**src/rtl/special_reg_wr_arbiter.sv**
```systemverilog
// special_reg_wr_arbiter
// Round-robin arbiter sharing the special register file's single write port
// among NUM_REQ requesters. Grants are combinational; the write strobe,
// address and data toward the register file are registered, so a grant in
// cycle T is written by the file at the end of T+1.
// Optional feature macro: SRF_ARB_LOCK_EN adds the LOCKED state so that one
// requester can keep ownership across an atomic multi-register sequence.
module special_reg_wr_arbiter #(
    parameter int NUM_REQ = 4,
    parameter int DATA_W  = 32
) (
    input  logic                      clk,
    input  logic                      rst,
    input  logic [NUM_REQ-1:0]        req_valid,
    input  logic [3*NUM_REQ-1:0]      req_addr,
    input  logic [DATA_W*NUM_REQ-1:0] req_data,
    input  logic [NUM_REQ-1:0]        req_lock,
    output logic [NUM_REQ-1:0]        req_ready,
    input  logic                      wr_hold,
    output logic                      wr_enable,
    output logic [2:0]                write_addr,
    output logic [DATA_W-1:0]         usr_data,
    output logic [2:0]                owner,
    output logic                      locked
);

    // Search start for the next round-robin pass.
    logic [2:0]        rr_ptr;
    logic              grant_any;
    logic [2:0]        grant_idx;
    logic [2:0]        sel_addr;
    logic [DATA_W-1:0] sel_data;
    logic              sel_lock;
    logic [2:0]        rr_ptr_next;

`ifdef SRF_ARB_LOCK_EN
    typedef enum logic {ARB = 1'b0, LOCKED = 1'b1} state_t;
    state_t state;
`else
    // Lock requests carry no meaning without the lock feature.
    logic unused_lock;
    assign unused_lock = ^req_lock;
`endif

    // Pick the requester to grant this cycle (round-robin, or owner-only when locked).
    always_comb begin
        int idx;
        grant_any = 1'b0;
        grant_idx = 3'd0;
        idx       = 0;
        if (!wr_hold) begin
`ifdef SRF_ARB_LOCK_EN
            if (state == LOCKED) begin
                for (int i = 0; i < NUM_REQ; i++) begin
                    if (3'(i) == owner && req_valid[i]) begin
                        grant_any = 1'b1;
                        grant_idx = 3'(i);
                    end
                end
            end else
`endif
            begin
                for (int k = 0; k < NUM_REQ; k++) begin
                    idx = int'(rr_ptr) + k;
                    if (idx >= NUM_REQ) begin
                        idx = idx - NUM_REQ;
                    end
                    if (!grant_any && req_valid[idx]) begin
                        grant_any = 1'b1;
                        grant_idx = 3'(idx);
                    end
                end
            end
        end
    end

    // One-hot grant, suppressed while reset is asserted.
    generate
        for (genvar gi = 0; gi < NUM_REQ; gi++) begin : g_ready
            assign req_ready[gi] = grant_any && !rst && (grant_idx == 3'(gi));
        end
    endgenerate

    // Route the granted requester's fields toward the output registers.
    always_comb begin
        sel_addr = 3'd0;
        sel_data = '0;
        sel_lock = 1'b0;
        for (int i = 0; i < NUM_REQ; i++) begin
            if (grant_idx == 3'(i)) begin
                sel_addr = req_addr[3*i +: 3];
                sel_data = req_data[DATA_W*i +: DATA_W];
                sel_lock = req_lock[i];
            end
        end
        rr_ptr_next = (grant_idx == 3'(NUM_REQ - 1)) ? 3'd0 : grant_idx + 3'd1;
    end

    // Register the write toward the file and advance arbitration state on a grant.
    always_ff @(posedge clk or posedge rst) begin
        if (rst) begin
            wr_enable  <= 1'b0;
            write_addr <= 3'd0;
            usr_data   <= '0;
            owner      <= 3'd0;
            rr_ptr     <= 3'd0;
            locked     <= 1'b0;
`ifdef SRF_ARB_LOCK_EN
            state      <= ARB;
`endif
        end else begin
            wr_enable <= 1'b0;
            if (grant_any) begin
                // ZR writes consume the slot but never strobe the file.
                wr_enable  <= (sel_addr != 3'd0);
                write_addr <= sel_addr;
                usr_data   <= sel_data;
                owner      <= grant_idx;
                rr_ptr     <= rr_ptr_next;
`ifdef SRF_ARB_LOCK_EN
                if (state == ARB && sel_lock) begin
                    state  <= LOCKED;
                    locked <= 1'b1;
                end else if (state == LOCKED && !sel_lock) begin
                    state  <= ARB;
                    locked <= 1'b0;
                end
`else
                locked <= 1'b0;
`endif
            end
        end
    end

`ifndef SRF_ARB_LOCK_EN
    logic unused_sel_lock;
    assign unused_sel_lock = sel_lock;
`endif

endmodule

```
**config.mk**
```make
export PLATFORM = sky130hd
export DESIGN_NAME = special_reg_wr_arbiter
export DESIGN_NICKNAME = d
export VERILOG_FILES = /design/src/rtl/special_reg_wr_arbiter.sv
export SDC_FILE = /design/constraint.sdc
export NUM_CORES = 1
export LEC_CHECK = 0
export CORE_ASPECT_RATIO = 0.8
export CORE_MARGIN = 2
export CORE_UTILIZATION = 35
export DETAILED_ROUTE_END_ITERATION = 10
export PLACE_DENSITY = 0.78
export SLEW_MARGIN = 25
export SYNTH_ARGS = -nofsm -noshare
export SYNTH_HDL_FRONTEND = slang
export SYNTH_SLANG_ARGS = --single-unit
```
**constraint.sdc**
```tcl
create_clock -name clk -period 3.8 [get_ports clk]
set_input_delay 0.95 -clock clk [delete_from_list [all_inputs] [get_ports clk]]
set_output_delay 0.95 -clock clk [all_outputs]
set_load 0.03 [all_outputs]
```
Yosys cells after proc, flatten, opt, wreduce, memory -nomap -nowiden. Cells that the tools add are included.

Add/subtract/negate cells: 8. Order comparisons: 8. Eq/ne operators: 3. Mux-type cells: 43. Reductions and logical operators: 14.

Operators with widths (count): $mux W32 (12); $lt A32 B4 Y1 const B (4); $mux W3 (10); $mux W1 (17); $sub A4 B3 Y5 const B (3); $ge A4 B3 Y1 const B (3); $add A3 B2 Y4 const B (2); $bmux W1 S2 (4); $logic_and A1 B1 Y1 (8); $eq A3 B2 Y1 const B (2); $add A3 B1 Y4 const B (1); $logic_not A1 Y1 (4); $sub A3 B3 Y4 const B (1); $add A3 B1 Y3 const B (1); $eq A3 B1 Y1 const B (1); $ge A3 B3 Y1 const B (1); $logic_not A3 Y1 (1); $reduce_bool A3 Y1 (1).

Flip-flop bits (word level): 42. Input port bits: 151. Output and inout bits: 44. Logic and storage cells: 81.

Longest topological paths before layout.
Depth in word-level cells: 27. Mapped depth: 17. Gate-level depth less buffers: 13.

Worst setup path before layout. OpenSTA, ideal clock, no wires.

Path type: in2out. Start point: input req_valid[3]. End point: output req_ready[2]. Data arrival time: 3.408 ns. Required time: 2.850 ns. Setup slack: -0.558 ns. Stages: 11. Path buffers: 3. Cells stage by stage: buf_2 > mux2_1 > a211oi_1 > a21oi_1 > and2_1 > inv_1 > ha_1 > clkbuf_1 > nand2_1 > clkbuf_1 > nor3_1.

Cells in the longest elaborated chain, start to end: 19. Elaborated cells on any way between the ends: 34. Classes of those cells: 1 x eq/ne; 25 x mux; 8 x reduce/logical.

Ends and longest elaborated chain: from (decl) (RTL line 14) `input logic [NUM_REQ-1:0] req_valid,`; $bmux W1 S2 (RTL line 68) `if (!grant_any && req_valid[idx]) begin`; $mux W1 (not written as such) (2 in series) (RTL line 68); $mux W1 (RTL line 68); $mux W1 (RTL line 51) `if (!wr_hold) begin`; $logic_not A1 Y1 (RTL line 68); $logic_and A1 B1 Y1 (RTL line 68); $mux W1 (RTL line 68); $mux W1 (RTL line 51); [... 2 more ...]; $mux W1 (RTL line 68); $mux W1 (RTL line 51); $logic_not A1 Y1 (RTL line 68); $logic_and A1 B1 Y1 (RTL line 68); $mux W3 or $mux W1 (tied branches) (RTL line 68); $mux W3 or $mux W1 (tied branches) (RTL line 51); $eq A3 B2 Y1 or $logic_and A1 B1 Y1 (tied branches) (RTL line 80) `assign req_ready[gi] = grant_any && !rst && (grant_idx == 3'(gi));`; $logic_and A1 B1 Y1 * (RTL line 80); to (decl) (RTL line 18) `output logic [NUM_REQ-1:0] req_ready,`.

Mark *: on every way between the ends. The rest lies on a longest branch, timed or not. The select of a mux whose other input is x is not followed.

Final worst setup path.
Start point: input req_valid[1]. End point: output req_ready[2].

The elaborated chain is that of the path after synthesis.

==> flow_summary.toml <==
[setup_path]
critPathMaxFanout = 6
crit_type = "in -> out"
crit_path_cell_trace = "dlygate4sd2_1 -> buf_4 -> mux2_1 -> mux2i_1 -> o31ai_1 -> a31oi_2 -> nand2_2 -> nor3_4 -> buf_4"
worstPathArrival_ns = 2.74
timing.rr.end = "wr_enable$_DFF_PP0_"
slowest_delay_ns = 0.30
crit_slowest_cell = "a31oi_2"
path_buf_inv = 3
r2r-start = "rr_ptr[0]$_DFFE_PP0P_"
critPathMostFrequentCell = "buf_4"
crit_required_ns = 2.85
start_kind = "input pin"
end_kind = "output port"
ff2ff_path_depth = 15
ff2ff_setup_slack_ns = 0.50
path_delay_family = "buffers and inverters"

[power]
p_switching_mw = 1.790
swShare = 0.4545
clkPwrFrac = 0.103
p_leak_nw = 2.178
seq_power_share = 0.194
irDropWorstVdd_v = 0.0003375
power_frac_comb = 0.703
intPower_mw = 2.149
p_per_area_nw_per_um2 = 690.5

[clocking]
cts_num_sinks = 42
h-tree-depth = 2
clk_path_buf_depth = 2
cts.clk_slew.worst_paths_ns = 0.06
cts-root-buf = "clkbuf_16"
cts_tree = "yes"
clkLatencyLatePin_ns = 0.28
numCtsBuffers = 5

[synth]
syn_nets = 527
syn_avg_cell_area_um2 = 8.913
syn_inst = 372
synth_seq_cells = 42
synth_area_um2 = 3316
ys_seq_area_frac = 0.3170
yosys_warnings = 0
synth_cell_types = 49

[sta]
fin_crit_sh = 0.9720
final_hold_viol_count = 0
setup_viol = 0
period_needed_ns = 3.694
slew_viol_final = 0
worstMarginPinSlew_ns = 0.5957
fmax_ghz = 0.2707
grt_setup_unrepaired = "false"
setup-tns-final_ns = 0
fin_ws_ns = 0.1063
relSlewSlack = 0.6029
fin_skew_ns = 0.005326

[floorplan]
rows = 31
die-area_um2 = 10270
io_pins = 195
coreArea_um2 = 9115
fp.dieW_um = 112.8
initial_core_util = 0.3638
die_h_um = 91.06

[placed_design]
post-place-ws_ns = -0.2445
postPlaceCellArea_um2 = 5520
place_hpwl_mm = 9.612
place.gp.congestion = 0.9017
portBuffers = 189

[drt]
antenna_left = 0
via_count = 3884
dr.pass1.iters = 4
drc = 0
drt_wl_total_mm = 13.00
viasPerCell = 5.662
routedWlPerCell_um = 18.95
drt_iter0_drc = 133

[final_layout]
layout-drive-gt1-share = 0.2469
area_growth_pct = 72.04
design_area_um2 = 5704
final_util = 0.6258
antenna_cells = 0
nFillCells = 796
nets = 726

[global_routing]
globalRoute.totalOverflow = 0
grt_usage = 0.2482
grt_max_degree = 43
antenna_found_initial = 0
grt_pass1_vias = 4091
grt_pass1_wl_mm = 20.36

[outcome]
status = "finished, final reports clean"

[hold_path]
min_path_type = "reg -> reg"
min_to = "owner[1]$_DFFE_PP0P_"
whs_path_depth = 2
min_from = "owner[1]$_DFFE_PP0P_"

[job]
cap_violations = 0
## sequential cells by signal (all words and copies together) (netlist names)
register    cells
usr_data       32
rr_ptr          3
owner           3
write_addr      3
wr_enable       1
## kinds of logic after synthesis
group / share of synthesized area
compound gates: 0.4649
mux: 0.01924
flops: 0.3170
buf+inv: 0.07207
other cells: 0.001131
fa+ha+maj: 0.01509
simple gates: 0.1106
## layer usage
layer | up-vias | GRT usage | wire length (µm)
li1 | 1780 | - | -
met1 | 1896 | 0.2913 | 5229
met2 | 184 | 0.4416 | 6436
met3 | 24 | 0.05941 | 1030
met4 | 0 | 0.08537 | 301
met5 | - | 0 | 0
## cells in the mapped netlist (all sizes together)
cell     number  area (µm²)
and2          1       6.260
or4           1       7.510
ha            4       50.05
nand2b        3       18.77
o22ai         1       6.260
buf          20       137.6
a22oi         1       7.510
nor4          1       21.27
clkbuf       21       78.83
mux2          3       33.78
nand3         1       5.000
nor4b         1       8.760
a211oi        2       15.01
o21ai         7       38.78
dfrtp        42        1051
or2           1       6.260
o31ai         2       15.01
conb          1       3.750
or3           1       6.260
a31oi         2       12.51
nand2        13       48.80
o211ai       33       257.7
inv           6       22.52
and3b         1       8.760
nor3          4       20.02
a21oi       106       643.1
a2bb2oi       3       26.28
a21o          3       22.52
nor2         43       163.9
and2b         1       7.510
o2bb2ai      32       468.0
a31o          1       8.760
nor3b         2       15.01
a22o          1       8.760
and4          1       8.760
nand3b        1       7.510
mux2i         3       30.03
o221a         1       11.26
nand4         1       6.260
## what timing repair did
item | 4_1_cts | 5_1_grt
pin swaps | 1 | 2
resized for setup | 6 | 13
hold buffers | 0 | 0
cloned | 0 | 0
setup endpoints to repair | 4 | 3
buffers inserted | 0 | 1
## how the worst max path moves through the flow
stage,start,endpoint,slack [ns],depth (start not counted)
after floorplan,req_valid[3],req_ready[2],-0.12,11
after global placement,req_valid[1],req_ready[2],-0.19,9
after detailed placement,req_valid[1],req_ready[2],-0.24,9
after CTS,rr_ptr[0]$_DFFE_PP0P_,req_ready[1],0.02,10
after global routing,req_valid[1],req_ready[2],0.003,9
final,req_valid[1],req_ready[2],0.11,9
## per-stage QoR
| step | hold slack (ns) | power, mW | instances |
|---|---|---|---|
| 2_1_floorplan | 0.4878 | 2.479 | 372 |
| 3_3_place_gp | 0.4618 | 3.411 | 678 |
| 3_5_place_dp | 0.4665 | 3.492 | 678 |
| 4_1_cts | 0.4811 | 3.919 | 685 |
| 5_1_grt | 0.5047 | 4.187 | 686 |
| 6_report | 0.4797 | 3.939 | 686 |
## layout make-up
type	instances	area (µm²)	area share
clock buffers	7	132.6	0.02325
inverters	6	22.52	0.003948
multi-input cells	283	2130	0.3733
flip-flops and latches	42	1051	0.1843
well taps	115	143.9	0.02522
repair buffers	233	2225	0.3900
## power groups by stage
stage / Combinational (mW) / Sequential [mW] / Clock [mW]
5_1_grt: 2.95 / 0.791 / 0.444
3_3_place_gp: 2.65 / 0.761 / 0
3_5_place_dp: 2.72 / 0.773 / 0
2_1_floorplan: 1.30 / 1.18 / 0
6_report: 2.77 / 0.763 / 0.407
4_1_cts: 2.73 / 0.764 / 0.422
## cells in the final DEF (no fill, tap or decap), drive strengths merged, types with 7 or more instances in the layout
cell type / count
a21oi: 106
buf: 48
clkbuf: 9
clkdlybuf4s50: 181
dfrtp: 42
nand2: 13
nor2: 43
o211ai: 33
o21ai: 7
o2bb2ai: 32
## worst reg2reg max path: cells and delay by family (launching register included)
family,cells,cell delay [ns]
buffers and inverters,4,0.71
and+or+nand+nor,2,0.30
DFF,1,0.34
muxes,1,0.39
AOI/OAI and AO/OA,6,0.81
adders and majority gates,2,0.65
Note: power is estimated with default switching activity, not from simulation.
==> edit 1: new RTL, same settings <==
Add a define of `SRF_ARB_LOCK_EN`.
--- a/src/rtl/special_reg_wr_arbiter.sv
+++ b/src/rtl/special_reg_wr_arbiter.sv
@@ -7,2 +7,4 @@
 // requester can keep ownership across an atomic multi-register sequence.
+`define SRF_ARB_LOCK_EN
+
 module special_reg_wr_arbiter #(
Check against the original RTL: not equivalent (a bounded check fails within 4 cycles, from zero or initial values and one cycle with rst high).
==> edit 1 against the original RTL <==
- final area is 3.9% lower
- count of clock-buffer cells in the layout is 1 lower
- sequential share of layout area is 1.2 points higher
- total power shrank 0.47%
- sequential cell count grew 1
- wire length fell by 15%
- synthesized cell count decreased by 22%
- synthesized area fell by 8.3%
- worst setup slack improved by 0.045 ns
==> edit 1: results (changes against the original RTL) <==
Synthesis
  • Net count after synthesis: 445 (-16%)
  • Cell area after synthesis: 0.003039 sq mm (-8.3%)
  • Async set-reset flop share out of synthesis: 100.0% (unchanged)
  • Mapped Cells: 289 (-22%)
  • Synth top cells by count: a22o_1, dfrtp_1, a221o_1
  • Ranking of synthesized cells by area: dfrtp_1, a22o_1, a221o_1, mux2i_1, buf_6
  • Count of different cell masters after synthesis: 51 (+4.1%)
  • Seq/Total Area, Yosys: 35.41% (+3.7 points)

Outcome
  • Status: complete, no violations

Drt
  • Vias post-DR: 3,375 (-13%)
  • Iter 0 DRT Violations: 155 (+17%)
  • Routed WL: 11,010 um (-15%)
  • Routed wire per std cell: 18.08 um (-4.6%)

Clock tree
  • Clock-pin slew on the worst setup and hold paths: 0.09 ns (+0.03 ns)
  • CTS Buf Count: 5 (unchanged)
  • Clock Latency Late Sink: 0.29 ns
  • Root buf cell: clkbuf_8

Die
  • Die W: 108.2 um (-4.1%)

Place
  • PortBufs: 194 (+2.6%)
  • Placer congestion estimate: 0.8568 (-5.0%)
  • DP Worst Slack: -0.3574 ns (-0.1128 ns)
  • Cells after DPL: 599 (-12%)
  • DP HPWL: 8520 um (-11%)
  • Placed cell area: 0.005269 sq mm (-4.6%)

Global route
  • Largest net degree at the start of global routing: 44 (+2.3%)
  • Total GRT Usage: 22.26% (-2.6 points)
  • Global-route wire length before repair: 16,480 um (-19%)

Layout
  • Layout cells sized above 1: 18.31% (-6.4 points)
  • Reg with most FFs: usr_data
  • Max reg flops: 32 (unchanged)
  • FILL cells: 716 (-10%)
  • Final #Nets: 652 (-10%)

STA
  • Rel. slew slack: 49.69% (-11 points)
  • Worst Skew: 0.009088 ns (+0.003762 ns)
  • Final WS setup: 0.1514 ns (+0.04502 ns)

Worst setup path
  • Worst Path Max Fanout: 3 (-3)
  • R2R Setup Slk: 0.43 ns (-0.07 ns)
  • WP data arrival: 2.70 ns (-0.04 ns)

Min path
  • Worst min-delay path category: register to register

Pwr
  • Peak supply drop: 0.3061 mV (-9.3%)
  • Internal cell power: 2.266 mW (+5.4%)
  • Leakage: 2.292 nW (+5.2%)

Run
  • MaxCap Viol Count: 0 (unchanged)
edit 1: cell count changes after synthesis, moves of 9 or more:
| cell | before | now |
|---|---|---|
| a21oi_1 | 76 | 9 |
| a22o_1 | 1 | 62 |
| nor2_1 | 42 | 8 |
| a221o_1 | 0 | 32 |
| a21oi_2 | 30 | 0 |
| o211ai_1 | 31 | 1 |
| o2bb2ai_2 | 30 | 0 |
| clkbuf_1 | 21 | 5 |
| mux2i_1 | 3 | 12 |
edit 1: what timing repair did:
action | CTS | global route
setup endpoints to repair | 13 | 4
resized for setup | 14 | 16
hold buffers | 0 | 0
buffers inserted | 1 | 1
pin swaps | 7 | 5
edit 1: layout make-up:
cell class / count / share of cell area, %
flip-flops and latches: 43 / 19.63
repair buffers: 229 / 40.66
well taps: 112 / 2.557
inverters: 9 / 0.6849
clock inverters: 2 / 1.096
multi-input cells: 208 / 34.04
clock buffers: 6 / 1.324
edit 1: metal layers:
metal  wire length [um]  up-vias  track usage (%)
li1                   -     1579                -
met4                146        0            5.711
met1               4474     1648            26.96
met5                  0        -                0
met3                844       10            4.862
met2               5542      138            40.19
edit 1: through the flow:
stage | power (mW) | util [%] | hold slack, ns
floorplan | 2.493 | - | 0.4497
global placement | 3.408 | 62.39 | 0.4776
detailed placement | 3.451 | 62.39 | 0.4916
CTS | 3.914 | 64.46 | 0.5168
global route | 4.152 | 64.89 | 0.5249
finish | 3.920 | 64.89 | 0.5049
edit 1: cells by family (layout without fill, tap and decap cells):
logic type / count (synthesis) / in the layout / synth area share (%)
simple gates: 56 / 56 / 10.66
compound gates: 133 / 133 / 39.65
buf+inv: 38 / 246 / 7.534
mux: 14 / 14 / 4.693
fa+ha+maj: 5 / 5 / 2.058
flops: 43 / 43 / 35.41
edit 1: power by group through the flow:
stage	sequential (mW)	clock (mW)	combinational [mW]
4_1_cts	0.791	0.433	2.69
3_5_place_dp	0.797	0	2.65
3_3_place_gp	0.793	0	2.61
6_report	0.791	0.418	2.71
2_1_floorplan	1.14	0	1.35
5_1_grt	0.814	0.453	2.88
edit 1: path summary, 6_finish.rpt:
path	start	end	depth (start not counted)
setup / recovery	req_valid[1]	req_ready[1]	10
hold / removal	write_addr[1]	write_addr[1]	2
setup reg to reg	rr_ptr[0]	usr_data[18]	13
hold reg to reg	write_addr[1]	write_addr[1]	2
max in group asynchronous	rst	usr_data[29]	2
min in group asynchronous	rst	rr_ptr[2]	2
edit 1: critical path: stages:
cell      delay [ns]
clkbuf_2        0.11
mux2i_2         0.21
nor2_1          0.10
o32a_1          0.16
a311o_2         0.40
buf_6           0.15
ha_2            0.18
and2_4          0.14
nor3b_4         0.15
buf_6           0.16
==> edit 2: new RTL, same settings <==
Without the edit above. Make the reset (`rst`) synchronous in one clocked block.
--- a/src/rtl/special_reg_wr_arbiter.sv
+++ b/src/rtl/special_reg_wr_arbiter.sv
@@ -99,3 +99,3 @@
     // Register the write toward the file and advance arbitration state on a grant.
-    always_ff @(posedge clk or posedge rst) begin
+    always_ff @(posedge clk) begin
         if (rst) begin
Function: differs if rst is asserted again (counterexample within 4 cycles, from zero or initial values and one cycle with rst high); with rst held inactive, the same outputs for 10 cycles.
==> edit 2 against the original RTL <==
- worst setup slack lost 0.030 ns
- synthesized cell count increased by 8.9%
- final area grew 3.4%
- wire length increased by 8.0%
- sequential cell count is the same
- synthesized area rose by 2.5%
- critical endpoint is now req_ready[3]
Power is not compared: it rests on default switching activity, and its combinational part moved more than twofold at a synthesized area within 25%.
==> edit 2: results (changes against the original RTL) <==
Worst setup path
  • Worst R2R End: usr_data[13]
  • Reg2Reg Depth: 13 (-2)
  • Worst Path Max Fanout: 5 (-1)
  • End of the critical path: req_ready[3]
  • Launching point of the worst reg2reg path: rr_ptr[0]
  • WP data arrival: 2.77 ns (+0.03 ns)
  • R2R Setup Slk: 0.26 ns (-0.24 ns)
  • Crit path max-delay cell type: mux4_2
  • CP peak stage delay: 0.47 ns (+0.17 ns)
  • Top Family by Delay on Critical Path: simple AND/OR/NAND/NOR gates
  • Critical path launch point: req_valid[2]

Synthesis
  • Count of different cell masters after synthesis: 52 (+6.1%)
  • Ranking of synthesized cells by area: dfxtp_1, nor4b_1, o221ai_1, a211oi_2, a31o_2
  • Async set-reset flop share out of synthesis: 0% (-100 points)
  • Synth Area in XOR/XNOR: 0% (unchanged)
  • Mapped Cells: 405 (+8.9%)
  • Synth top cells by count: nor2_1, a21oi_1, dfxtp_1
  • Seq/Total Area, Yosys: 24.74% (-7.0 points)
  • Net count after synthesis: 560 (+6.3%)
  • Multiplexer share of the synthesized area: 1.988% (+0.064 points)
  • Synth Area in Adders: 1.473% (-0.037 points)
  • Most used DFF post-synth: dfxtp_1
  • Post-synthesis compound-gate area fraction: 40.06% (-6.4 points)
  • Synth warn: 0 (unchanged)

Global route
  • Vias in the first global route: 4,336 (+6.0%)
  • Global routing usage on met3: 6.015% (+0.073 points)
  • Grt met1 use: 29.38% (+0.24 points)
  • Initial antenna violation count: 0 (unchanged)
  • Met2 usage: 45.98% (+1.8 points)
  • Global-route wire length before repair: 21,490 um (+5.6%)
  • Largest net degree at the start of global routing: 42 (-2.3%)
  • Total GRT Usage: 25.61% (+0.78 points)

Drt
  • Initial DRT Pass Iterations: 5 (+1)
  • Met3 WL: 1159 um (+13%)
  • Vias per cell: 5.919 (+4.6%)
  • Iter 0 DRT Violations: 245 (+84%)
  • Routed WL: 14,040 um (+8.0%)
  • Met1 WL: 5794 um (+11%)
  • WL met2: 6770 um (+5.2%)

Place
  • Placed cell area: 0.005669 sq mm (+2.7%)
  • DP Worst Slack: -0.4875 ns (-0.2429 ns)
  • Placer congestion estimate: 0.9262 (+2.7%)
  • Cells after DPL: 709 (+4.6%)

Min path
  • Hold Startpoint: owner[2]
  • Hold Path End: owner[2]

Layout
  • Layout cells sized above 1: 24.13% (-0.57 points)
  • Post-route insts no fill: 720 (+5.0%)
  • Final #Nets: 755 (+4.0%)

STA
  • Worst-margin pin slew: 0.6117 ns (+0.01593 ns)
  • Max Clock Freq: 0.2685 GHz (-0.81%)
  • Worst Skew: 0.01014 ns (+0.004816 ns)
  • Hold WS: 0.4696 ns (-0.01012 ns)

Outcome
  • Status: complete, no violations

Clock tree
  • H-tree level count: 2 (unchanged)
-- edit 2: cell types whose count changed after synthesis, sizes merged, moves of 32 or more --
cell / delta
a21oi: -64
dfrtp: -42
dfxtp: +42
o221ai: +34
a31o: +33
nor4b: +33
a211oi: +32
o211ai: -32
-- edit 2: what timing repair did --
| item | in CTS | in global routing |
|---|---|---|
| pin swaps | 6 | 4 |
| setup endpoints to repair | 40 | 4 |
| hold buffers | 0 | 0 |
| setup buffers | 2 | 1 |
| gates resized for setup | 23 | 8 |
-- edit 2: layout make-up --
| cell class | count | area (sq um) |
|---|---|---|
| flip-flops and latches | 42 | 840.8 |
| well taps | 119 | 148.9 |
| fillers | 833 | 3633 |
| clock inverters | 1 | 30.03 |
| multi-input cells | 300 | 2351 |
| inverters | 7 | 28.78 |
| clock buffers | 7 | 132.6 |
| repair buffers | 244 | 2364 |
-- edit 2: report_power, final --
part           switching [mW]  internal, mW  leakage [nW]
clock                   0.181         0.311        0.0781
combinational           0.624         0.603          1.72
sequential             0.0284         0.497         0.348
